===== src/rtl/tile_reader.sv =====
// tile_reader: loads one TILE_W x TILE_H tile from the ARGB8888 framebuffer in
// DDR3 into the tile buffer. Each channel is widened from 8-bit to u0.10.
// One framebuffer row is fetched per burst, buffered, then drained one pixel
// per cycle into the tile buffer.
//
// Optional build macro: TILE_READER_ALPHA_EN
//   defined     - alpha is converted from A8 like the colour channels
//   not defined - alpha is written as 16'h03FF (opaque) and A8 is dropped
//
// Ports:
//   clk, reset            system clock, asynchronous active-high reset
//   start/done/busy       scheduler handshake (start pulse, done pulse, busy level)
//   tile_px, tile_py      tile origin in pixels, captured on an accepted start
//   rd_*                  ddram_ctrl read port (request, burst data return)
//   tb_wr_*               tile buffer write port, address {row, col}
//
// state  | meaning
// IDLE   | waiting for start
// REQ    | issue one burst read for the current row once rd_busy is low
// RECV   | collect TILE_W/2 returned beats into the line buffer
// DRAIN  | write TILE_W pixels of the row to the tile buffer
// DONE   | last pixel written; done pulses on the way back to IDLE

module tile_reader #(
  parameter logic [28:0] FB_BASE      = 29'h06000000,
  parameter int          STRIDE_WORDS = 320,
  parameter int          TILE_W       = 32,
  parameter int          TILE_H       = 32
) (
  input  logic        clk,
  input  logic        reset,
  input  logic        start,
  output logic        done,
  output logic        busy,
  input  logic [15:0] tile_px,
  input  logic [15:0] tile_py,
  output logic [28:0] rd_addr,
  output logic [7:0]  rd_burstcnt,
  output logic        rd_req,
  input  logic        rd_busy,
  input  logic [63:0] rd_data,
  input  logic        rd_valid,
  output logic [9:0]  tb_wr_addr,
  output logic [63:0] tb_wr_data,
  output logic        tb_wr_en
);

  localparam int         BEATS     = TILE_W / 2;
  localparam int         BEAT_W    = $clog2(BEATS);
  localparam int         COL_W     = $clog2(TILE_W);
  localparam int         ROW_W     = $clog2(TILE_H);
  localparam logic [7:0] BURST_LEN = 8'(BEATS);

  typedef enum logic [2:0] {
    S_IDLE,
    S_REQ,
    S_RECV,
    S_DRAIN,
    S_DONE
  } state_t;

  state_t state, state_nxt;

  logic [15:0]       org_px;
  logic [15:0]       org_py;
  logic [ROW_W-1:0]  row;
  logic [COL_W-1:0]  col;
  logic [BEAT_W-1:0] beat;
  logic [63:0]       line_buf [BEATS];

  logic        last_beat;
  logic        last_col;
  logic        last_row;
  logic [28:0] req_y;
  logic [28:0] req_addr;
  logic [63:0] drain_word;
  logic [31:0] drain_px;
  logic [15:0] a16;
  logic [63:0] px_conv;

  // 8-bit to u0.10 by bit replication, so 0xFF maps to full scale 0x3FF.
  function automatic logic [15:0] to_u010(input logic [7:0] x);
    return {6'b0, x, x[7:6]};
  endfunction

  assign last_beat = (beat == BEAT_W'(BEATS - 1));
  assign last_col  = (col == COL_W'(TILE_W - 1));
  assign last_row  = (row == ROW_W'(TILE_H - 1));
  assign busy      = (state != S_IDLE);

  // Burst address is kept at 29 bits so it wraps with the DDRAM word space.
  always_comb begin
    req_y    = 29'(org_py) + 29'(row);
    req_addr = FB_BASE + req_y * 29'(STRIDE_WORDS) + 29'(org_px[15:1]);
  end

  // Two pixels per beat: even pixel in the low half, odd pixel in the high half.
  always_comb begin
    drain_word = line_buf[col[COL_W-1:1]];
    drain_px   = col[0] ? drain_word[63:32] : drain_word[31:0];
  end

`ifdef TILE_READER_ALPHA_EN
  assign a16 = to_u010(drain_px[31:24]);
`else
  logic alpha_unused;
  assign alpha_unused = ^drain_px[31:24];
  assign a16 = 16'h03FF;
`endif

  assign px_conv = {a16, to_u010(drain_px[7:0]), to_u010(drain_px[15:8]),
                    to_u010(drain_px[23:16])};

  always_comb begin
    state_nxt = state;
    case (state)
      S_IDLE:  if (start) state_nxt = S_REQ;
      S_REQ:   if (!rd_busy) state_nxt = S_RECV;
      S_RECV:  if (rd_valid && last_beat) state_nxt = S_DRAIN;
      S_DRAIN: if (last_col) state_nxt = last_row ? S_DONE : S_REQ;
      S_DONE:  state_nxt = S_IDLE;
      default: state_nxt = S_IDLE;
    endcase
  end

  always_ff @(posedge clk or posedge reset) begin
    if (reset) state <= S_IDLE;
    else       state <= state_nxt;
  end

  always_ff @(posedge clk or posedge reset) begin
    if (reset) begin
      org_px      <= '0;
      org_py      <= '0;
      row         <= '0;
      col         <= '0;
      beat        <= '0;
      rd_req      <= 1'b0;
      rd_addr     <= '0;
      rd_burstcnt <= '0;
      tb_wr_en    <= 1'b0;
      tb_wr_addr  <= '0;
      tb_wr_data  <= '0;
      done        <= 1'b0;
    end else begin
      rd_req   <= 1'b0;
      tb_wr_en <= 1'b0;
      done     <= 1'b0;
      case (state)
        S_IDLE: begin
          if (start) begin
            org_px <= tile_px;
            org_py <= tile_py;
            row    <= '0;
          end
        end
        S_REQ: begin
          if (!rd_busy) begin
            rd_req      <= 1'b1;
            rd_addr     <= req_addr;
            rd_burstcnt <= BURST_LEN;
            beat        <= '0;
          end
        end
        S_RECV: begin
          if (rd_valid) begin
            beat <= beat + 1'b1;
            if (last_beat) col <= '0;
          end
        end
        S_DRAIN: begin
          tb_wr_en   <= 1'b1;
          tb_wr_addr <= 10'({row, col});
          tb_wr_data <= px_conv;
          col        <= col + 1'b1;
          if (last_col && !last_row) row <= row + 1'b1;
        end
        S_DONE: done <= 1'b1;
        default: ;
      endcase
    end
  end

  // Line buffer holds data only; no reset needed since every word is
  // rewritten before it is drained.
  always_ff @(posedge clk) begin
    if (state == S_RECV && rd_valid) line_buf[beat] <= rd_data;
  end

endmodule


===== config.mk =====
export PLATFORM = sky130hd
export DESIGN_NAME = tile_reader
export DESIGN_NICKNAME = d
export VERILOG_FILES = /design/src/rtl/tile_reader.sv
export SDC_FILE = /design/constraint.sdc
export NUM_CORES = 1
export LEC_CHECK = 0
export ABC_CLOCK_PERIOD_IN_PS = 6200
export CAP_MARGIN = 40
export CORE_ASPECT_RATIO = 1.5
export CORE_UTILIZATION = 45
export CTS_CLUSTER_SIZE = 16
export DETAILED_ROUTE_END_ITERATION = 7
export PLACE_DENSITY = 0.72
export SYNTH_ARGS = -nofsm -noshare
export SYNTH_HDL_FRONTEND = slang
export SYNTH_SLANG_ARGS = --single-unit

===== constraint.sdc =====
create_clock -name clk -period 6.2 [get_ports clk]
set_clock_uncertainty 0.1 [all_clocks]
set_input_delay 0.93 -clock clk [delete_from_list [all_inputs] [get_ports clk]]
set_output_delay 0.93 -clock clk [all_outputs]
set_load 0.1 [all_outputs]

## Word level (Yosys, flattened, before mapping)

Memory sizes are Yosys's and may differ from the RTL's.
Cells that the tools add are included.

| word-level totals | value |
|---|---|
| memories kept | 1 |
| bits in writable memories | 1024 |
| register bits | 123 |

Memories:

| name | depth | width | rd ports | clocked after memory_dff | wr ports | RTL line | text |
|---|---|---|---|---|---|---|---|
| line_buf | 16 | 64 | 1 | 0 | 1 | 69 | `logic [63:0] line_buf [BEATS];` |

| operators by class | value |
|---|---|
| multipliers | 1 |
| muxes and demuxes | 22 |
| $add $sub $neg | 6 |
| equality and inequality tests | 14 |
| bitwise logic cells | 1 |
| reductions and logical operators | 15 |

Operators with widths:

| cell | number |
|---|---|
| adder 28 x 15 -> 29 bit | 1 |
| adder 27 x 26 -> 28 bit (first input constant) | 1 |
| 2-to-1 mux 24 bit | 1 |
| multiplier 17 x 3 -> 20 bit (second input constant) | 1 |
| 2-to-1 mux 5 bit | 4 |
| one-hot mux 5 bit (2 select lines) | 2 |
| adder 16 x 5 -> 17 bit | 1 |
| 2-to-1 mux 3 bit | 5 |
| != test 2 bit (second input constant) | 7 |
| one-hot mux 3 bit (4 select lines) | 1 |
| adder 5 x 1 -> 5 bit (second input constant) | 2 |
| equality test 5 bit (second input constant) | 2 |
| AND reduction 3 bit | 3 |
| 2-to-1 mux 4 bit | 2 |
| one-hot mux 4 bit (2 select lines) | 1 |
| equality test 3 x 2 -> 1 bit (second input constant) | 2 |
| 2-to-1 mux 1 bit | 6 |
| nonzero test 2 bit | 3 |
| adder 4 x 1 -> 4 bit (second input constant) | 1 |
| equality test 4 bit (second input constant) | 1 |
| AND reduction 2 bit | 2 |
| AND reduction 4 bit | 1 |
| equality test 3 x 1 -> 1 bit (second input constant) | 1 |
| equality test 3 bit (second input constant) | 1 |
| 5 further kinds | 7 |

## Logic depth before layout (Yosys ltp)

| depth | value |
|---|---|
| depth in word-level cells | 5 |
| mapped depth | 19 |
| gate-level depth less buffers | 19 |

## Worst setup path after synthesis

OpenSTA, ideal clock, no wires.

| timing path | value |
|---|---|
| kind | input -> register |
| start point | input rd_valid |
| end point | memory line_buf[4][0], enable pin |
| required time | 5.587 ns |
| arrival | 4.707 ns |
| cell stages on the path | 4 |
| library setup time | 0.513 ns |
| path buffers | 1 |
| setup slack | 0.880 ns |
| cell sequence | and3b_1 > clkbuf_1 > nand2_1 > nor3_1 |

| between the ends | value |
|---|---|
| word-level cells in the longest chain between the ends | 3 |

Ends and longest elaborated chain:

| element | RTL line | text |
|---|---|---|
| from (decl) | 42 | `input logic rd_valid,` |
| logical AND 1 bit | 187 | `if (state == S_RECV && rd_valid) line_buf[beat] <= rd_data;` |
| 2-to-1 mux 1 bit | 187 |  |
| 2-to-1 mux 1 bit (implied by the code) | 187 |  |
| to (decl) | 69 |  |

Every way passes these cells.

## Final worst setup path

| timing path | value |
|---|---|
| start point | register row[0] |
| end point | register rd_addr[20] |

| between the ends | value |
|---|---|
| word-level cells in the longest chain between the ends | 4 |

Ends and longest elaborated chain:

| element | RTL line | text |
|---|---|---|
| from (decl) | 66 | `logic [ROW_W-1:0] row;` |
| from (signal assigned) | 176 | `if (last_col && !last_row) row <= row + 1'b1;` |
| adder 16 x 5 -> 17 bit | 93 | `req_y = 29'(org_py) + 29'(row);` |
| multiplier 17 x 3 -> 20 bit | 94 | `req_addr = FB_BASE + req_y * 29'(STRIDE_WORDS) + 29'(org_px[15:1]);` |
| adder 27 x 26 -> 28 bit | 94 |  |
| adder 28 x 15 -> 29 bit | 94 |  |
| to (signal assigned) | 160 | `rd_addr <= req_addr;` |
| to (decl) | 37 | `output logic [28:0] rd_addr,` |

Every way passes these cells.
A chain may end at the register's enable or synchronous reset.

==> out/metrics.yaml <==
placed_design:
  dp_hpwl_um: 48090
  numPortBuffers: 166
  gp_congestion: 0.8694
  place_area_sq_um: 40200
logic_synthesis:
  ys_seq_elements: 883
  synthesis.area_sq_um: 35760
  async_flop_share_pct: 13.02
  syn_avg_cell_area_sq_um: 19.92
  yosysWarnings: 0
  synth_top_flop_cell: "edfxtp_1"
  syn_inst: 1795
  yosysSeqAreaShare_pct: 72.54
  synth_edf_count: 768
  ys_types: 63
pwr:
  ir_worst_vdd_uv: 572.8
  swShare_pct: 36.17
  p_clk_share_pct: 24.0
  p_leak_nw: 14.65
  switching_power_mw: 7.793
  seqPwrFrac_pct: 33.9
  p_comb_share_pct: 42.1
  intPower_mw: 13.75
  p_per_area_nw_per_um2: 501.3
timing:
  finalSetupTns_ns: 0
  setup_viol: 0
  finalHoldViolCount: 0
  worstMarginPinSlew_ns: 0.8005
  fin_crit_sh_pct: 81.86
  min_period_ns: 5.075
  relSlewSlack_pct: 46.64
  report.final.slew_viol_count: 0
  fmax_mhz: 197.0
  grt_setup_unrepaired: "no"
setup_path:
  required_ns: 6.61
  critPathLaunchType: "flip-flop"
  critical_path_class: "reg2reg"
  cp.arrival_ns: 5.48
  critPathMaxFanout: 6
  end_kind: "flip-flop"
floorplan:
  die_w_um: 232.2
  die_height_um: 347.3
  dieArea_sq_um: 80620
  std_cell_rows: 126
  core_sq_um: 78670
  initial_core_util_pct: 45.46
  pin_count: 216
routing:
  postRouteAntennaNets: 0
  post_drt_wl_per_cell_um: 25.94
  via_per_inst: 5.755
  vias: 18260
  drc: 0
  drtIter0Drc: 2012
  wl_um: 82300
  drt_pass1_iterations: 5
global_routing:
  antenna_found_initial: 6
  gr-total-overflow: 0
  grt_pass1_wl_um: 122500
  first_global_vias: 19160
  grt_max_degree: 87
  track_usage_pct: 20.85
clocking:
  clkSlewWorstSetupHoldPaths_ns: 0.06
  cts_tree: "built"
  cts-buffers-inserted: 82
  h-tree-depth: 3
  postCtsResizedCells: 0
  cts_buffer_depth: 3
  insertion_delay_ns: 0.65
  clkSinkCount: 883
  cts_root_buf: "clkbuf_16"
  post_cts_buffers: 0
  hold_buffers: 0
layout:
  multiInputGateArea_sq_um: 9248
  fin_area_sq_um: 42990
  final_common_cell: "edfxtp_1"
  syn2layout_area_growth_pct: 20.20
  drive_gt1_share_pct: 26.65
  regArea_sq_um: 25950
  nNetsFinal: 2234
  mostFrequentLayoutCells: "edfxtp_1, mux4_2, clkdlybuf4s50_1"
  nFillCells: 5759
run_status:
  status: "finished clean"
hold_path:
  hp-class: "reg2reg"
job:
  cap_violations: 0
-- path summary, 6_finish.rpt --
kind / from / to / slack (ns) / depth (start not counted)
max: row[0]$_DFFE_PP0P_ / rd_addr[20]$_DFFE_PP0P_ / 1.12 / 17
min: org_px[6]$_DFFE_PP0P_ / rd_addr[5]$_DFFE_PP0P_ / 0.37 / 2
max reg2reg: row[0]$_DFFE_PP0P_ / rd_addr[20]$_DFFE_PP0P_ / 1.12 / 17
min reg2reg: org_px[6]$_DFFE_PP0P_ / rd_addr[5]$_DFFE_PP0P_ / 0.37 / 2
max in group asynchronous: reset / col[3]$_DFFE_PP0P_ / 4.37 / 3
min in group asynchronous: reset / rd_addr[13]$_DFFE_PP0P_ / 0.70 / 2
-- metal layers --
layer	global-route usage (%)	vias to the layer above	routed length, um
li1	-	7758	-
met1	25.81	9605	30800
met2	36.46	756	43630
met3	3.146	137	5177
met4	8.271	6	2651
met5	0	-	40
-- worst max-delay path, stage by stage, from the launching register on --
cell      delay (ns)
dfrtp_1         0.45
ha_1            0.25
fa_1            0.44
a211oi_1        0.33
o21bai_1        0.18
nand4_1         0.22
nor2_1          0.09
xor2_1          0.21
ha_1            0.28
ha_1            0.37
a21oi_2         0.34
a21boi_1        0.13
a311oi_2        0.34
xnor2_1         0.27
nand2_1         0.24
nor3_1          0.36
xor2_1          0.24
o21ai_1         0.08
-- power groups by stage --
stage          logic (mW)  clock network, mW  registers, mW
2_1_floorplan        4.93                  0           8.57
3_3_place_gp         7.97                  0           7.55
3_5_place_dp         9.14                  0           7.43
4_1_cts              9.20               5.24           7.31
5_1_grt              9.66               5.47           7.35
6_report             9.08               5.17           7.30
-- cell usage after synthesis (7+ instances only) --
cell | number | area share (%)
a211oi_1 | 7 | 0.15
nand4_1 | 7 | 0.12
o21ai_1 | 37 | 0.52
buf_4 | 47 | 0.99
a21oi_1 | 22 | 0.31
nor3_1 | 13 | 0.18
clkbuf_1 | 47 | 0.49
o21ai_0 | 24 | 0.34
xor2_1 | 21 | 0.51
ha_1 | 51 | 1.8
mux2i_1 | 24 | 0.67
edfxtp_1 | 768 | 64
nand2_1 | 116 | 1.2
nand3_1 | 12 | 0.17
xnor2_1 | 20 | 0.49
buf_1 | 10 | 0.10
nor2_1 | 40 | 0.42
buf_2 | 21 | 0.29
a21o_1 | 9 | 0.19
mux2_2 | 33 | 1.0
and2_1 | 11 | 0.19
dfrtp_1 | 115 | 8.0
mux4_2 | 240 | 15
inv_1 | 22 | 0.23
-- stage by stage --
step / instances / setup slack, ns / total power [mW] / hold WS [ns] / utilization [%]
floorplan: 1826 / 0.8801 / 13.50 / 0.3348 / -
global placement: 2925 / 1.345 / 15.53 / 0.3459 / 48.97
detailed placement: 3019 / 1.240 / 16.57 / 0.3601 / 51.10
CTS: 3170 / 1.189 / 21.75 / 0.3747 / 54.63
global route: 3172 / 0.8315 / 22.47 / 0.4110 / 54.64
finish: 3173 / 1.125 / 21.55 / 0.3734 / 54.64
-- flip-flops by register name, indices dropped and copies added (netlist names), 5 cells and up --
register    flops
line_buf      768
rd_addr        28
tb_wr_data     25
org_py         16
org_px         15
tb_wr_addr     10
col             5
row             5
-- kinds of logic (layout without fill, tap and decap cells) --
| logic type | count (synthesis) | count (layout) | synth area share [%] |
|---|---|---|---|
| simple gates | 234 | 234 | 3.076 |
| xor+xnor | 42 | 42 | 1.050 |
| compound gates | 137 | 137 | 2.439 |
| fa+ha+maj | 54 | 54 | 1.952 |
| flops | 883 | 883 | 72.54 |
| buf+inv | 147 | 467 | 2.110 |
| mux | 297 | 297 | 16.83 |
| other cells | 1 | 35 | 0.01049 |
-- final cells by class --
type	instances	share of cell area, %
flip-flops and latches	883	60.38
repair buffers	294	8.447
diodes	3	0.01746
well taps	1024	2.981
inverters	22	0.1979
multi-input cells	796	21.51
clock inverters	51	1.193
clock buffers	100	5.271
No activity file was read; power rests on OpenSTA's default activity.
